**config.mk**
```make
export PLATFORM = sky130hd
export DESIGN_NAME = qpimem_page_splitter
export DESIGN_NICKNAME = d
export VERILOG_FILES = /design/src/rtl/qpimem_page_splitter_pkg.sv /design/src/rtl/qpimem_page_splitter.sv
export SDC_FILE = /design/constraint.sdc
export NUM_CORES = 1
export LEC_CHECK = 0
export CAP_MARGIN = 40
export CORE_UTILIZATION = 45
export DETAILED_ROUTE_END_ITERATION = 7
export GPL_TIMING_DRIVEN = 0
export PLACE_DENSITY = 0.87
export SKIP_LAST_GASP = 1
export SLEW_MARGIN = 15
export SYNTH_ARGS = -nofsm -noshare
export SYNTH_HDL_FRONTEND = slang
export SYNTH_SLANG_ARGS = --single-unit
```
**constraint.sdc**
```tcl
create_clock -name clk -period 6.26 [get_ports clk]
set_input_delay 0.626 -clock clk [delete_from_list [all_inputs] [get_ports clk]]
set_output_delay 0.626 -clock clk [all_outputs]
set_load 0.05 [all_outputs]
```
**src/rtl/qpimem_page_splitter_pkg.sv**
```systemverilog
// qpimem_page_splitter_pkg: shared types and widths for the page-splitting write conditioner
package qpimem_page_splitter_pkg;

    localparam int ADDR_W      = 32;
    localparam int DATA_W      = 32;
    localparam int SPLIT_CNT_W = 16;

    typedef enum logic [1:0] {
        ST_IDLE = 2'd0,
        ST_PASS = 2'd1,
        ST_GAP  = 2'd2
    } state_t;

    function automatic int page_off_w(input int page_bytes);
        return $clog2(page_bytes);
    endfunction

endpackage

```
**src/rtl/qpimem_page_splitter.sv**
```systemverilog
// qpimem_page_splitter: forwards write bursts to qpimem_arb, splitting them at PSRAM page boundaries
module qpimem_page_splitter
    import qpimem_page_splitter_pkg::*;
#(
    parameter int PAGE_BYTES = 1024,
    parameter int GAP_CYCLES = 2
) (
    input  logic                   clk,
    input  logic                   reset,
    input  logic                   up_do_write,
    output logic                   up_next_word,
    input  logic [ADDR_W-1:0]      up_addr,
    input  logic [DATA_W-1:0]      up_wdata,
    output logic                   arb_do_write,
    input  logic                   arb_next_word,
    output logic [ADDR_W-1:0]      arb_addr,
    output logic [DATA_W-1:0]      arb_wdata,
    input  logic                   clr_stats,
    output logic                   busy,
    output logic [SPLIT_CNT_W-1:0] split_count,
    output logic                   err_one_word
);

    localparam int OFF_W = page_off_w(PAGE_BYTES);
    localparam int GAP_W = $clog2(GAP_CYCLES + 1);
    localparam logic [OFF_W-1:0] LAST_OFF = OFF_W'(PAGE_BYTES - 4);
    localparam logic [GAP_W-1:0] GAP_LOAD = GAP_W'(GAP_CYCLES);

    state_t            state, state_nx;
    logic [ADDR_W-1:0] cur_addr, cur_addr_nx;
    logic [GAP_W-1:0]  gap_cnt, gap_cnt_nx;
    logic              gap_drop, gap_drop_nx;
    logic              do_write, ack, split_inc, err_set;
    logic [ADDR_W-1:0] addr_mux;
    logic              up_off_last, cur_off_last, gap_done, gap_abort;

    assign up_off_last  = up_addr[OFF_W-1:0] == LAST_OFF;
    assign cur_off_last = cur_addr[OFF_W-1:0] == LAST_OFF;
    assign gap_done     = gap_cnt <= GAP_W'(1);
    assign gap_abort    = gap_drop || !up_do_write;

    // next-state, address and handshake decode; consumption only counts while a request is presented
    always_comb begin
        state_nx    = state;
        cur_addr_nx = cur_addr;
        gap_cnt_nx  = gap_cnt;
        gap_drop_nx = gap_drop;
        do_write    = 1'b0;
        ack         = 1'b0;
        addr_mux    = cur_addr;
        split_inc   = 1'b0;
        err_set     = 1'b0;
        unique case (state)
            ST_IDLE: begin
                do_write = up_do_write;
                addr_mux = up_addr;
                ack      = up_do_write && arb_next_word;
                err_set  = up_do_write && up_off_last;
                if (ack) begin
                    cur_addr_nx = up_addr + 32'd4;
                    state_nx    = up_off_last ? ST_GAP : ST_PASS;
                    gap_cnt_nx  = up_off_last ? GAP_LOAD : gap_cnt;
                    gap_drop_nx = 1'b0;
                end
            end
            ST_PASS: begin
                do_write = up_do_write;
                ack      = up_do_write && arb_next_word;
                if (!up_do_write) begin
                    state_nx = ST_IDLE;
                end else if (ack) begin
                    cur_addr_nx = cur_addr + 32'd4;
                    if (cur_off_last) begin
                        state_nx    = ST_GAP;
                        gap_cnt_nx  = GAP_LOAD;
                        gap_drop_nx = 1'b0;
                        split_inc   = 1'b1;
                    end
                end
            end
            ST_GAP: begin
                gap_cnt_nx  = (gap_cnt != '0) ? gap_cnt - GAP_W'(1) : '0;
                gap_drop_nx = gap_abort;
                if (gap_done) state_nx = gap_abort ? ST_IDLE : ST_PASS;
            end
            default: state_nx = ST_IDLE;
        endcase
    end

    assign arb_do_write = reset && do_write;
    assign up_next_word = reset && ack;
    assign arb_addr     = addr_mux;
    assign arb_wdata    = up_wdata;
    assign busy         = state != ST_IDLE;

    // burst state, running address and gap timer
    always_ff @(posedge clk or negedge reset) begin
        if (!reset) begin
            state    <= ST_IDLE;
            cur_addr <= '0;
            gap_cnt  <= '0;
            gap_drop <= 1'b0;
        end else begin
            state    <= state_nx;
            cur_addr <= cur_addr_nx;
            gap_cnt  <= gap_cnt_nx;
            gap_drop <= gap_drop_nx;
        end
    end

    // statistics: saturating split counter and sticky one-word flag, clear wins over updates
    always_ff @(posedge clk or negedge reset) begin
        if (!reset) begin
            split_count  <= '0;
            err_one_word <= 1'b0;
        end else if (clr_stats) begin
            split_count  <= '0;
            err_one_word <= 1'b0;
        end else begin
            if (split_inc && split_count != '1) split_count <= split_count + 1'b1;
            if (err_set) err_one_word <= 1'b1;
        end
    end

endmodule

```
==> qor.txt <==
Status - complete, no violations
Remaining antenna violation count - 0
PD cells - 452 mW/mm^2
Core Region - 0.00942 mm^2
Die ar. - 0.0103 mm^2
Layout filler cell count - 806
Vias - 4925
Most common cell after layout, fill and taps aside - clkdlybuf4s50_1
Die Wd - 102 um
Net Count, Synth - 628
CP startpoint kind - flop
Leakage power - 2.41 nW
I/O Buffers - 119
Critical Path End Type - flop
Yosys top cell area share - 30.3%
Root buf cell - clkbuf_8
Gr ovfl total - 0
DP Wirelength - 10.4 mm
H-tree Lvls - 2
Share of layout cells above drive strength 1 - 12.1%
Launch point of the worst reg-to-reg path - state[0]$_DFFE_PN0P_
Hold_buf cts - 0
Largest net degree at the start of global routing - 57
Synth area leader - dfrtp_1
Minimum clock period - 5100 ps
Unrepaired setup endpoints after global routing - false
GRT Util Overall - 27.8%
Design area - 0.00590 mm^2
FF-to-FF path depth - 16
Worst Hold Class - in -> async
Final nets - 755
Mean post-synth cell area - 8.00 um^2
CTS tree - built
CP required - 6450 ps
DP Area - 0.00581 mm^2
CP Max Fanout - 10
Wire per inst - 17.3 um
GP Congestion - 0.984
Total Wirelength - 14.1 mm
Synth top area cells - dfrtp_1 30%, nand2_1 7.7%, mux2_2 7.6%, mux2i_1 6.3%, buf_4 5.6%
Post-Syn Area - 0.00446 mm^2
Initial antenna violation count - 0
Residual DRC - 0
YS warnings - 0
Worst Tran Pin Value - 768 ps
Cells after Synth - 557
Data arrival time of the worst path - 5290 ps
Number of synthesized flops with an enable pin - 0
Kind of critical path - reg -> reg
Pre-Repair DR Iteration Count - 6
PostCTS Resize Cnt - 0
CTS Buffer Depth - 2
Async SR Flop Fraction - 100%
First-pass GRT wire length - 22.6 mm
Worst skew pair latency - 320 ps
Number of global-route vias before repair - 4859
Yosys cell types - 59
Clock transition at path regs - 110 ps
Starting Density - 47.3%
Ant. Diodes - 0
DR vias/cell - 6.05
Most frequent cells in the layout - 118 x clkdlybuf4s50_1, 91 x nand2_1, 64 x nor2_1, 54 x dfrtp_1, 34 x buf_4
Dpl cells - 806
Core Rows - 35
Worst VDD drop - 0.000276 V
Ys flop type - dfrtp_1
Reg-to-reg setup timing slack - 1160 ps
CTS Buf Count - 5
Max-slew violations - 0
Setup tns final - 0 ps
Initial DRC count - 466
IO Count - 153
Total of max-cap violations - 0
Die H - 102 um
Achievable Freq - 0.196 GHz
Final hold violation count - 0
Finish-stage setup viols - 0
P&R area growth vs syn - 32.5%
Critical Path Sink - cur_addr[28]$_DFFE_PN0P_
Post-route insts no fill - 814
Final Cycle Share - 81.4%
Setup bufs post-CTS - 0
FF-to-FF End - cur_addr[28]$_DFFE_PN0P_
Yosys reg bits - 54
Sequential fraction of the synthesis area - 30.3%
Clock sink count - 54
Worst Skew - 13.3 ps
Max_slew headroom - 48.3%
Worst Setup SP - state[0]$_DFFE_PN0P_
synth_stat cells, types with 6 or more instances:
master	count
clkbuf_1	18
a211oi_1	9
dfrtp_1	54
and2_1	7
mux2_2	30
nand2_1	91
o21ai_0	28
buf_4	33
a31oi_1	9
xnor2_1	9
and3_1	9
nor3_1	6
inv_1	9
nor2_1	64
nor4_1	8
a21oi_1	25
xor2_1	10
mux2i_1	28
buf_1	6
nand3_1	17
worst max-delay path: stages (launching register included):
cell       delay, ps
dfrtp_1          350
buf_4            170
nor2b_1          130
buf_2            250
buf_1            530
clkbuf_1         560
buf_1            550
nand2_1          110
nand2_1           80
ha_1             250
o211ai_1         140
or4b_1           510
buf_2            190
nand2b_4         180
nor4_1           560
o221ai_1         230
o2bb2ai_1        190
routing by layer:
metal	wire [um]	vias to the layer above	part of all wire (%)	global-route usage [%]
met5	0	-	0	0
li1	-	2212	-	-
met3	1680	69	12	5.73
met2	6520	395	46	44.6
met4	590	0	4.2	15.6
met1	5320	2249	38	34.8
flip-flops by register name, summed over array words and instances (netlist names):
signal        count
gap_drop          1
cur_addr         32
split_count      16
err_one_word      1
gap_cnt           2
state             2
how the worst min path moves through the flow:
stage / to / cells after the start / slack (ps) / startpoint
5_1_grt: cur_addr[28]$_DFFE_PN0P_ / 1 / 410 / reset
2_1_floorplan: cur_addr[0]$_DFFE_PN0P_ / 0 / 330 / reset
6_report: cur_addr[31]$_DFFE_PN0P_ / 1 / 350 / reset
4_1_cts: cur_addr[28]$_DFFE_PN0P_ / 1 / 380 / reset
3_3_place_gp: gap_cnt[0]$_DFFE_PN0P_ / 1 / 470 / gap_cnt[0]$_DFFE_PN0P_
3_5_place_dp: err_one_word$_DFFE_PN0P_ / 2 / 490 / err_one_word$_DFFE_PN0P_
kinds of logic (layout without fill, tap and decap cells):
group | count (synthesis) | in the layout | synth area share [%]
and+or+nand+nor | 240 | 240 | 25.8
AOI/OAI and AO/OA | 113 | 113 | 16.5
buffers and inverters | 70 | 198 | 8.93
muxes | 59 | 59 | 14.2
DFF | 54 | 54 | 30.3
xor gates and xnor gates | 19 | 19 | 3.73
adders and majority gates | 2 | 2 | 0.562
area by class of cell:
class                      count  area (um^2)  area share [%]
tap                          129          161            2.73
sequential                    54         1350            22.9
clock buffer                   7         86.3            1.46
timing repair buffer         120         1190            20.2
inverter                       9         33.8           0.572
multi-input combinational    433         2710            45.9
buffer                        61          364            6.17
clock inverter                 1         5.00          0.0848
through the flow:
stage	power (W)	hold slack [ps]	utilization, %	setup WS [ps]
2_1_floorplan	0.00188	330	-	2270
3_3_place_gp	0.00237	473	61.7	1500
3_5_place_dp	0.00242	492	61.7	1380
4_1_cts	0.00264	384	62.7	1360
5_1_grt	0.00281	415	62.7	891
6_report	0.00267	348	62.7	1160
where the power goes:
| group | total (W) | internal (W) | switching [W] | leakage [nW] |
|---|---|---|---|---|
| logic | 0.00185 | 0.000676 | 0.00117 | 1.70 |
| registers | 0.000609 | 0.000464 | 0.000145 | 0.670 |
| clock network | 0.000211 | 0.0000898 | 0.000121 | 0.0482 |
No activity file was read; power rests on OpenSTA's default activity.
